$ cat src/rtl/demux1to32_deser_if.sv
// rtl/demux1to32_deser_if.sv - strobe/select/data bus and word outputs of the 1:32 deserializer
interface demux1to32_deser_if #(
  parameter int SEL_W = 5,
  parameter int N     = 32
);
  logic [SEL_W-1:0] S;
  logic             D;
  logic             D_valid;
  logic             clear;
  logic [N-1:0]     Y;
  logic [N-1:0]     written;
  logic             word_valid;
  logic             overrun;

  modport master (
    output S, D, D_valid, clear,
    input  Y, written, word_valid, overrun
  );

  modport slave (
    input  S, D, D_valid, clear,
    output Y, written, word_valid, overrun
  );
endinterface

$ cat src/rtl/demux1to32_deser.sv
// rtl/demux1to32_deser.sv - 1:32 bit demux deserializer; optional DEMUX_AUTO_INC_EN uses an internal pointer instead of S
module demux1to32_deser #(
  parameter int SEL_W = 5,
  parameter int N     = 32
) (
  input  logic              clk,
  input  logic              rst,
  demux1to32_deser_if.slave bus
);

  typedef enum logic [1:0] {IDLE, FILL, DONE} state_t;

  state_t           r_state;
  logic [N-1:0]     r_asm;
  logic [N-1:0]     r_written;
  logic [N-1:0]     r_y;
  logic             r_word_valid;
  logic             r_overrun;

  logic [SEL_W-1:0] w_sel;
  logic [N-1:0]     w_onehot;
  logic [N-1:0]     w_written_next;
  logic [N-1:0]     w_asm_merged;
  logic             w_complete;
  logic             w_dup;

`ifdef DEMUX_AUTO_INC_EN
  logic [SEL_W-1:0] r_ptr;
  logic [SEL_W-1:0] w_unused_s;

  assign w_sel      = r_ptr;
  assign w_unused_s = bus.S;

  // Destination pointer: advances per accepted bit, wraps naturally since N == 2**SEL_W
  always_ff @(posedge clk or posedge rst) begin
    if (rst) begin
      r_ptr <= '0;
    end else if (bus.clear) begin
      r_ptr <= '0;
    end else if (bus.D_valid) begin
      r_ptr <= r_ptr + 1'b1;
    end
  end
`else
  assign w_sel = bus.S;
`endif

  assign w_onehot       = {{(N-1){1'b0}}, 1'b1} << w_sel;
  assign w_written_next = r_written | w_onehot;
  assign w_complete     = &w_written_next;
  assign w_dup          = |(r_written & w_onehot);

  // Assembly word with the incoming bit already placed, so completion publishes it in the same edge
  always_comb begin
    w_asm_merged        = r_asm;
    w_asm_merged[w_sel] = bus.D;
  end

  // Frame FSM: collects bits, publishes Y with a one-cycle pulse, clear beats any concurrent write
  always_ff @(posedge clk or posedge rst) begin
    if (rst) begin
      r_state      <= IDLE;
      r_asm        <= '0;
      r_written    <= '0;
      r_y          <= '0;
      r_word_valid <= 1'b0;
      r_overrun    <= 1'b0;
    end else if (bus.clear) begin
      r_state      <= IDLE;
      r_asm        <= '0;
      r_written    <= '0;
      r_word_valid <= 1'b0;
      r_overrun    <= 1'b0;
    end else if (bus.D_valid) begin
      if (w_dup) begin
        r_overrun <= 1'b1;
      end
      if (w_complete) begin
        r_y          <= w_asm_merged;
        r_asm        <= '0;
        r_written    <= '0;
        r_word_valid <= 1'b1;
        r_state      <= DONE;
      end else begin
        r_asm        <= w_asm_merged;
        r_written    <= w_written_next;
        r_word_valid <= 1'b0;
        r_state      <= FILL;
      end
    end else begin
      r_word_valid <= 1'b0;
      if (r_state == DONE) begin
        r_state <= IDLE;
      end
    end
  end

  assign bus.Y          = r_y;
  assign bus.written    = r_written;
  assign bus.word_valid = r_word_valid;
  assign bus.overrun    = r_overrun;

endmodule

$ cat src/flat_wrapper.sv
// flat-port wrapper written by rule: the top's interface ports become plain ports
module demux1to32_deser_flat 
#(
  parameter int SEL_W = 5,
  parameter int N     = 32
)
  (clk, rst, bus_S, bus_D, bus_D_valid, bus_clear, bus_Y, bus_written, bus_word_valid, bus_overrun);
  demux1to32_deser_if #(.SEL_W(SEL_W), .N(N)) bus_i ();
  input  logic clk;
  input  logic rst;
  input wire logic [$bits(bus_i.S)-1:0] bus_S;
  input wire logic [$bits(bus_i.D)-1:0] bus_D;
  input wire logic [$bits(bus_i.D_valid)-1:0] bus_D_valid;
  input wire logic [$bits(bus_i.clear)-1:0] bus_clear;
  output wire logic [$bits(bus_i.Y)-1:0] bus_Y;
  output wire logic [$bits(bus_i.written)-1:0] bus_written;
  output wire logic [$bits(bus_i.word_valid)-1:0] bus_word_valid;
  output wire logic [$bits(bus_i.overrun)-1:0] bus_overrun;
  assign bus_i.S = bus_S;
  assign bus_i.D = bus_D;
  assign bus_i.D_valid = bus_D_valid;
  assign bus_i.clear = bus_clear;
  assign bus_Y = bus_i.Y;
  assign bus_written = bus_i.written;
  assign bus_word_valid = bus_i.word_valid;
  assign bus_overrun = bus_i.overrun;
  demux1to32_deser #(.SEL_W(SEL_W), .N(N)) u_core (.clk(clk), .rst(rst), .bus(bus_i));
endmodule
$ cat config.mk
export PLATFORM = sky130hd
export DESIGN_NAME = demux1to32_deser_flat
export DESIGN_NICKNAME = d
export VERILOG_FILES = /design/src/rtl/demux1to32_deser_if.sv /design/src/rtl/demux1to32_deser.sv /design/src/flat_wrapper.sv
export SDC_FILE = /design/constraint.sdc
export NUM_CORES = 1
export LEC_CHECK = 0
export ABC_CLOCK_PERIOD_IN_PS = 8600
export CAP_MARGIN = 20
export CORE_MARGIN = 2
export CORE_UTILIZATION = 50
export CTS_CLUSTER_SIZE = 28
export DETAILED_ROUTE_END_ITERATION = 16
export GPL_TIMING_DRIVEN = 0
export PLACE_DENSITY = 0.74
export SLEW_MARGIN = 20
export SYNTH_ARGS = -nofsm -noshare
export SYNTH_HDL_FRONTEND = slang
export SYNTH_SLANG_ARGS = --single-unit
$ cat constraint.sdc
create_clock -name clk -period 8.6 [get_ports clk]
set_input_delay 1.72 -clock clk [delete_from_list [all_inputs] [get_ports clk]]
set_output_delay 1.72 -clock clk [all_outputs]
set_load 0.02 [all_outputs]
**Word level (Yosys, flattened, before mapping)**

Cells that the tools add are included.

- Logic and storage cells: 33
- Output and inout bits: 66
- Register bits after elaboration: 98

- Shifts and indexed selects: 1
- Order comparisons: 2
- Muxes and demuxes: 15
- Bitwise operators: 3
- Reduce and logical (&&, ||, !) cells: 7

Operator list:

| kind | count |
|---|---|
| $mux W32 | 6 |
| $reduce_and A34 Y1 | 1 |
| $and A32 B32 Y32 | 1 |
| $bwmux W32 | 1 |
| $or A32 B32 Y32 | 1 |
| $reduce_and A32 Y1 | 1 |
| $reduce_or A32 Y1 | 1 |
| $shl A1 B5 Y32 const A | 1 |
| $mux W1 | 7 |
| $lt A5 B6 Y1 const B | 1 |
| $demux W1 S5 | 1 |
| $ge A5 B1 Y1 const B | 1 |
| $reduce_bool A2 Y1 | 2 |
| $reduce_and A2 Y1 | 1 |
| $logic_and A1 B1 Y1 | 1 |
| $not A1 Y1 | 1 |

**Logic depth before layout (Yosys ltp)**

- Depth after elaboration: 8
- Mapped depth: 9

**Worst setup path before layout**

OpenSTA, ideal clock, no wires.

- Path kind: input -> register
- From: input bus_S[1]
- To: register u_core.r_y[3], in the netlist u_core.bus.Y[3]
- Data required time: 8.472 ns
- Data arrival time: 3.821 ns
- Library setup time: 0.128 ns
- Path slack: 4.651 ns
- Stages on the path: 9
- Path through: buf_2 -> buf_4 -> clkbuf_1 -> a31oi_1 -> nor4_1 -> nand4_1 -> nor4_4 -> buf_6 -> mux2_1

- Word-level cells in the longest chain between the ends: 5
- Elaborated cells between the ends (all ways): 9

Ends and longest elaborated chain:

| item | line | RTL |
|---|---|---|
| start, declared | flat_wrapper.sv:11 | `input wire logic [$bits(bus_i.S)-1:0] bus_S;` |
| $lt A5 B6 Y1 (implied by the code) / $ge A5 B1 Y1 (equally long branches) | demux1to32_deser.sv:56 | `w_asm_merged[w_sel] = bus.D;` |
| $logic_and A1 B1 Y1 (implied by the code) | demux1to32_deser.sv:56 |  |
| $mux W1 (implied by the code) | demux1to32_deser.sv:56 |  |
| $demux W1 S5 | - |  |
| $bwmux W32 | demux1to32_deser.sv:56 |  |
| end signal, assigned | demux1to32_deser.sv:79 | `r_y <= w_asm_merged;` |
| end, declared | demux1to32_deser.sv:16 | `logic [N-1:0] r_y;` |

Parallel ways exist; a longest one is shown, timed or not.
A chain may end at the register's enable or synchronous reset.

**Worst setup path in the final report**

- From: input bus_S[4]
- To: register u_core.r_asm[22]

- Word-level cells in the longest chain between the ends: 8
- Elaborated cells between the ends (all ways): 12

Ends and longest elaborated chain:

| item | line | RTL |
|---|---|---|
| $lt A5 B6 Y1 (implied by the code) / $ge A5 B1 Y1 (equally long branches) | demux1to32_deser.sv:56 |  |
| $logic_and A1 B1 Y1 (implied by the code) | demux1to32_deser.sv:56 |  |
| $mux W1 (implied by the code) | demux1to32_deser.sv:56 |  |
| $demux W1 S5 | - |  |
| $bwmux W32 | demux1to32_deser.sv:56 |  |
| $mux W32 (*) | demux1to32_deser.sv:78 | `if (w_complete) begin` |
| $mux W32 (*) | demux1to32_deser.sv:74 | `end else if (bus.D_valid) begin` |
| $mux W32 (*) | demux1to32_deser.sv:68 | `end else if (bus.clear) begin` |
| end signal, assigned | demux1to32_deser.sv:85 | `r_asm <= w_asm_merged;` |
| end, declared | demux1to32_deser.sv:14 | `logic [N-1:0] r_asm;` |

Every way passes the cells marked *; elsewhere a longest branch is shown, timed or not. The select of a mux whose other input is x is not followed.

==> summary.json <==
{
  "htree_levels": {"value": 3},
  "post_cts.repair.setup_buffers": {"value": 0},
  "core_footprint": {"value": 10400, "unit": "µm²"},
  "final_design_area_no_fill": {"value": 6550, "unit": "µm²"},
  "number_of_antenna_violations_at_the_first_check_in_global_routing": {"value": 0},
  "ctsResizeCount": {"value": 0},
  "async_flop_share": {"value": 100, "unit": "%"},
  "die_x": {"value": 108, "unit": "µm"},
  "outcome": {"value": "finished, final reports clean"},
  "register_area": {"value": 2450, "unit": "µm²"},
  "synthesized_nets": {"value": 544},
  "drt_first_pass_iters": {"value": 5},
  "vdd.ir_drop.worst": {"value": 0.102, "unit": "mV"},
  "synth_enable_flop_cells": {"value": 0},
  "worstHoldPathType": {"value": "register to register"},
  "vias_per_cell": {"value": 6.48},
  "place_worst_setup_slack": {"value": 3220, "unit": "ps"},
  "crit_type": {"value": "input pin to register"},
  "power.share.switching": {"value": 28.0, "unit": "%"},
  "timing.max_cap.violations": {"value": 0},
  "average_footprint_of_a_synthesized_cell": {"value": 10.1, "unit": "µm²"},
  "start_util": {"value": 51.9, "unit": "%"},
  "cts_inserted_buffers": {"value": 9},
  "detail_route.iter0.violations": {"value": 469},
  "synth_seq_cells": {"value": 98},
  "grt.overflow.total": {"value": 0},
  "worstPathRequired": {"value": 8830, "unit": "ps"},
  "tritoncts_clock_tree": {"value": "yes"},
  "number_of_global_route_vias_before_repair": {"value": 4882},
  "area_growth_syn_to_layout": {"value": 21.8, "unit": "%"},
  "clk_transition_reported_paths": {"value": 100, "unit": "ps"},
  "fmax": {"value": 0.193, "unit": "GHz"},
  "clock_insertion_delay_worst_skew": {"value": 380, "unit": "ps"},
  "postCtsHoldBufs": {"value": 0},
  "vias": {"value": 4934},
  "cts.root.buffer_cell": {"value": "sky130_fd_sc_hd__clkbuf_8"},
  "dpl-instance-area": {"value": 6320, "unit": "µm²"},
  "fin_crit_sh": {"value": 60.3, "unit": "%"},
  "ys_seq_area_share": {"value": 45.6, "unit": "%"},
  "power_report.internal_total": {"value": 663, "unit": "µW"},
  "timing.slew.headroom": {"value": 33.0, "unit": "%"},
  "rsz_0062_raised_after_global_routing": {"value": "false"},
  "grt_start_max_net_pins": {"value": 66},
  "design.portCount": {"value": 76},
  "crit_path_start_kind": {"value": "input pin"},
  "fp-row-count": {"value": 37},
  "clock_power_share": {"value": 38.3, "unit": "%"},
  "worstPathArrival": {"value": 5410, "unit": "ps"},
  "cts.path.max_buffers": {"value": 2},
  "tritoncts_num_sinks": {"value": 98},
  "detailed_place_hpwl": {"value": 13400, "unit": "µm"},
  "p_leak": {"value": 0.00263, "unit": "µW"},
  "drt-wirelength-per-cell": {"value": 24.3, "unit": "µm"},
  "clock_skew": {"value": 8.78, "unit": "ps"},
  "num-fill-cells": {"value": 880},
  "timing.final.crit_period": {"value": 5180, "unit": "ps"},
  "post_layout_utilization_of_the_core": {"value": 63.2, "unit": "%"},
  "power-per-cell-area": {"value": 141, "unit": "nW/µm²"},
  "antenna_diodes": {"value": 0},
  "synthesis.area": {"value": 5380, "unit": "µm²"},
  "power.combinational.fraction": {"value": 10.9, "unit": "%"},
  "global_route_wire_length_before_repair": {"value": 28300, "unit": "µm"},
  "critical_path_peak_fanout": {"value": 10},
  "final_slew_viol_count": {"value": 0},
  "tightestPinTransition": {"value": 1000, "unit": "ps"},
  "synth.lib_cells_used.distinct": {"value": 53},
  "fp.dieH": {"value": 108, "unit": "µm"},
  "routability_congestion": {"value": 1.07},
  "timing.final.hold_violations": {"value": 0},
  "drt_drc_violations_left": {"value": 0},
  "ys_warn_count": {"value": 0},
  "netSwitchingPower": {"value": 258, "unit": "µW"},
  "setup_viol": {"value": 0},
  "dieArea": {"value": 11600, "unit": "µm²"},
  "num-nets-final": {"value": 630},
  "minimum_setup_slack_in_the_final_design": {"value": 3420, "unit": "ps"},
  "setup.worst_path.end_class": {"value": "register"},
  "timing.setup.tns": {"value": 0, "unit": "ps"},
  "drtAntennaViolNets": {"value": 0},
  "power_frac_seq": {"value": 50.8, "unit": "%"},
  "io_buffer_count": {"value": 74},
  "share_of_final_layout_standard_cells_stronger_than_drive_strength_1": {"value": 7.52, "unit": "%"},
  "track_usage": {"value": 32.8, "unit": "%"},
  "multiInputGateArea": {"value": 2570, "unit": "µm²"},
  "total_power": {"value": 921, "unit": "µW"},
  "routed_wl": {"value": 18500, "unit": "µm"},
  "syn-instance-count": {"value": 534},
  "ys.flop_type": {"value": "sky130_fd_sc_hd__dfrtp_1"}
}
[worst max-delay path, cell delays in order]
cell and delay [ps]:
sky130_fd_sc_hd__clkdlybuf4s50_1 540, sky130_fd_sc_hd__buf_2 250, sky130_fd_sc_hd__nor3b_2 840, sky130_fd_sc_hd__a21oi_1 250
sky130_fd_sc_hd__nor4_1 380, sky130_fd_sc_hd__nand4_1 160, sky130_fd_sc_hd__nor3_2 570, sky130_fd_sc_hd__clkbuf_1 500
sky130_fd_sc_hd__o32ai_1 200
[cells in the final DEF (no fill, tap or decap), drive strengths merged, types with 2 or more instances in the layout]
master / synthesis / layout
clkbuf: 38 / 47
nor3: 9 / 9
nand2b: 39 / 39
mux2: 8 / 8
o21ai: 4 / 4
bufinv: 0 / 2
nor2b: 9 / 9
nand3b: 2 / 2
buf: 14 / 15
and3: 2 / 2
inv: 34 / 37
a31oi: 11 / 11
a41oi: 4 / 4
o32ai: 35 / 35
nor4: 11 / 11
and3b: 5 / 5
a22o: 5 / 5
a22oi: 4 / 4
and2: 10 / 10
mux2i: 56 / 56
dfrtp: 98 / 98
a31o: 2 / 2
clkdlybuf4s50: 0 / 74
a211oi: 26 / 26
a21oi: 39 / 39
o311ai: 2 / 2
nand4: 6 / 6
nand2: 23 / 23
nand3: 6 / 6
nor3b: 8 / 8
nor2: 8 / 8
a32o: 2 / 2
[layout make-up]
cell class | instances | share of cell area [%]
sequential | 98 | 37.4
inverter | 34 | 2.02
tap | 136 | 2.60
clock inverter | 7 | 1.64
timing repair buffer | 75 | 11.7
multi-input combinational | 350 | 39.3
buffer | 52 | 3.40
clock buffer | 9 | 1.89
[power groups by stage]
stage          Sequential, µW  Clock [µW]  Combinational [µW]
2_1_floorplan             478           0                56.8
4_1_cts                   468         354                97.7
6_report                  468         353                 100
3_3_place_gp              477           0                95.3
3_5_place_dp              477           0                97.5
5_1_grt                   468         376                 106
[layer usage]
| layer | up-vias | track usage, % | share of wire, % |
|---|---|---|---|
| met1 | 2442 | 45.5 | 41 |
| met2 | 304 | 50.4 | 46 |
| met5 | - | 0 | 0 |
| met4 | 0 | 12.2 | 3.3 |
| met3 | 42 | 7.32 | 9.8 |
| li1 | 2146 | - | - |
[registers in the layout, summed over array words and instances, names as in the netlist]
name / flops
u_core.bus.word_valid: 1
u_core.bus.written: 32
u_core.bus.Y: 32
u_core.r_asm: 32
u_core.bus.overrun: 1
[synthesized netlist by cell type, types with 7 or more instances]
| library cell | n | share of area (%) |
|---|---|---|
| sky130_fd_sc_hd__dfrtp_1 | 98 | 46 |
| sky130_fd_sc_hd__mux2i_1 | 56 | 10 |
| sky130_fd_sc_hd__a21oi_1 | 39 | 3.6 |
| sky130_fd_sc_hd__nand2b_1 | 39 | 4.5 |
| sky130_fd_sc_hd__clkbuf_1 | 38 | 2.7 |
| sky130_fd_sc_hd__o32ai_1 | 35 | 5.7 |
| sky130_fd_sc_hd__inv_1 | 33 | 2.3 |
| sky130_fd_sc_hd__a211oi_1 | 26 | 3.6 |
| sky130_fd_sc_hd__nand2_1 | 23 | 1.6 |
| sky130_fd_sc_hd__a31oi_1 | 11 | 1.3 |
| sky130_fd_sc_hd__and2_1 | 10 | 1.2 |
| sky130_fd_sc_hd__nor4_1 | 10 | 1.2 |
| sky130_fd_sc_hd__nor2b_1 | 9 | 1.0 |
| sky130_fd_sc_hd__nor2_1 | 8 | 0.56 |
| sky130_fd_sc_hd__nor3_1 | 8 | 0.74 |
| sky130_fd_sc_hd__buf_2 | 7 | 0.65 |
| sky130_fd_sc_hd__mux2_2 | 7 | 1.5 |
[worst paths after layout]
| kind | start | endpoint | slack [ps] | cells past startpoint |
|---|---|---|---|---|
| setup / recovery | bus_S[4] | u_core.r_asm[22] | 3420 | 9 |
| hold / removal | u_core.r_asm[31] | u_core.r_asm[31] | 500 | 2 |
| setup reg to reg | u_core.bus.written[23] | u_core.r_asm[22] | 6000 | 6 |
| hold reg to reg | u_core.r_asm[31] | u_core.r_asm[31] | 500 | 2 |
| max in group asynchronous | rst | u_core.bus.written[28] | 6290 | 3 |
| min in group asynchronous | rst | u_core.r_asm[13] | 1680 | 2 |
[metrics by stage]
| stage | std cells | hold WS [ps] |
|---|---|---|
| 3_5_place_dp | 745 | 476 |
| 3_3_place_gp | 744 | 464 |
| 2_1_floorplan | 534 | 448 |
| 6_report | 761 | 498 |
| 4_1_cts | 761 | 499 |
| 5_1_grt | 761 | 532 |
[cells by family (layout without fill, tap and decap cells)]
logic type      Yosys count  after routing  share of synthesized area, %
compound gates          145            145                          19.3
simple gates            140            140                          16.0
flops                    98             98                          45.6
buf+inv                  86            177                          6.51
mux                      65             65                          12.5
No activity file was read; power rests on OpenSTA's default activity.
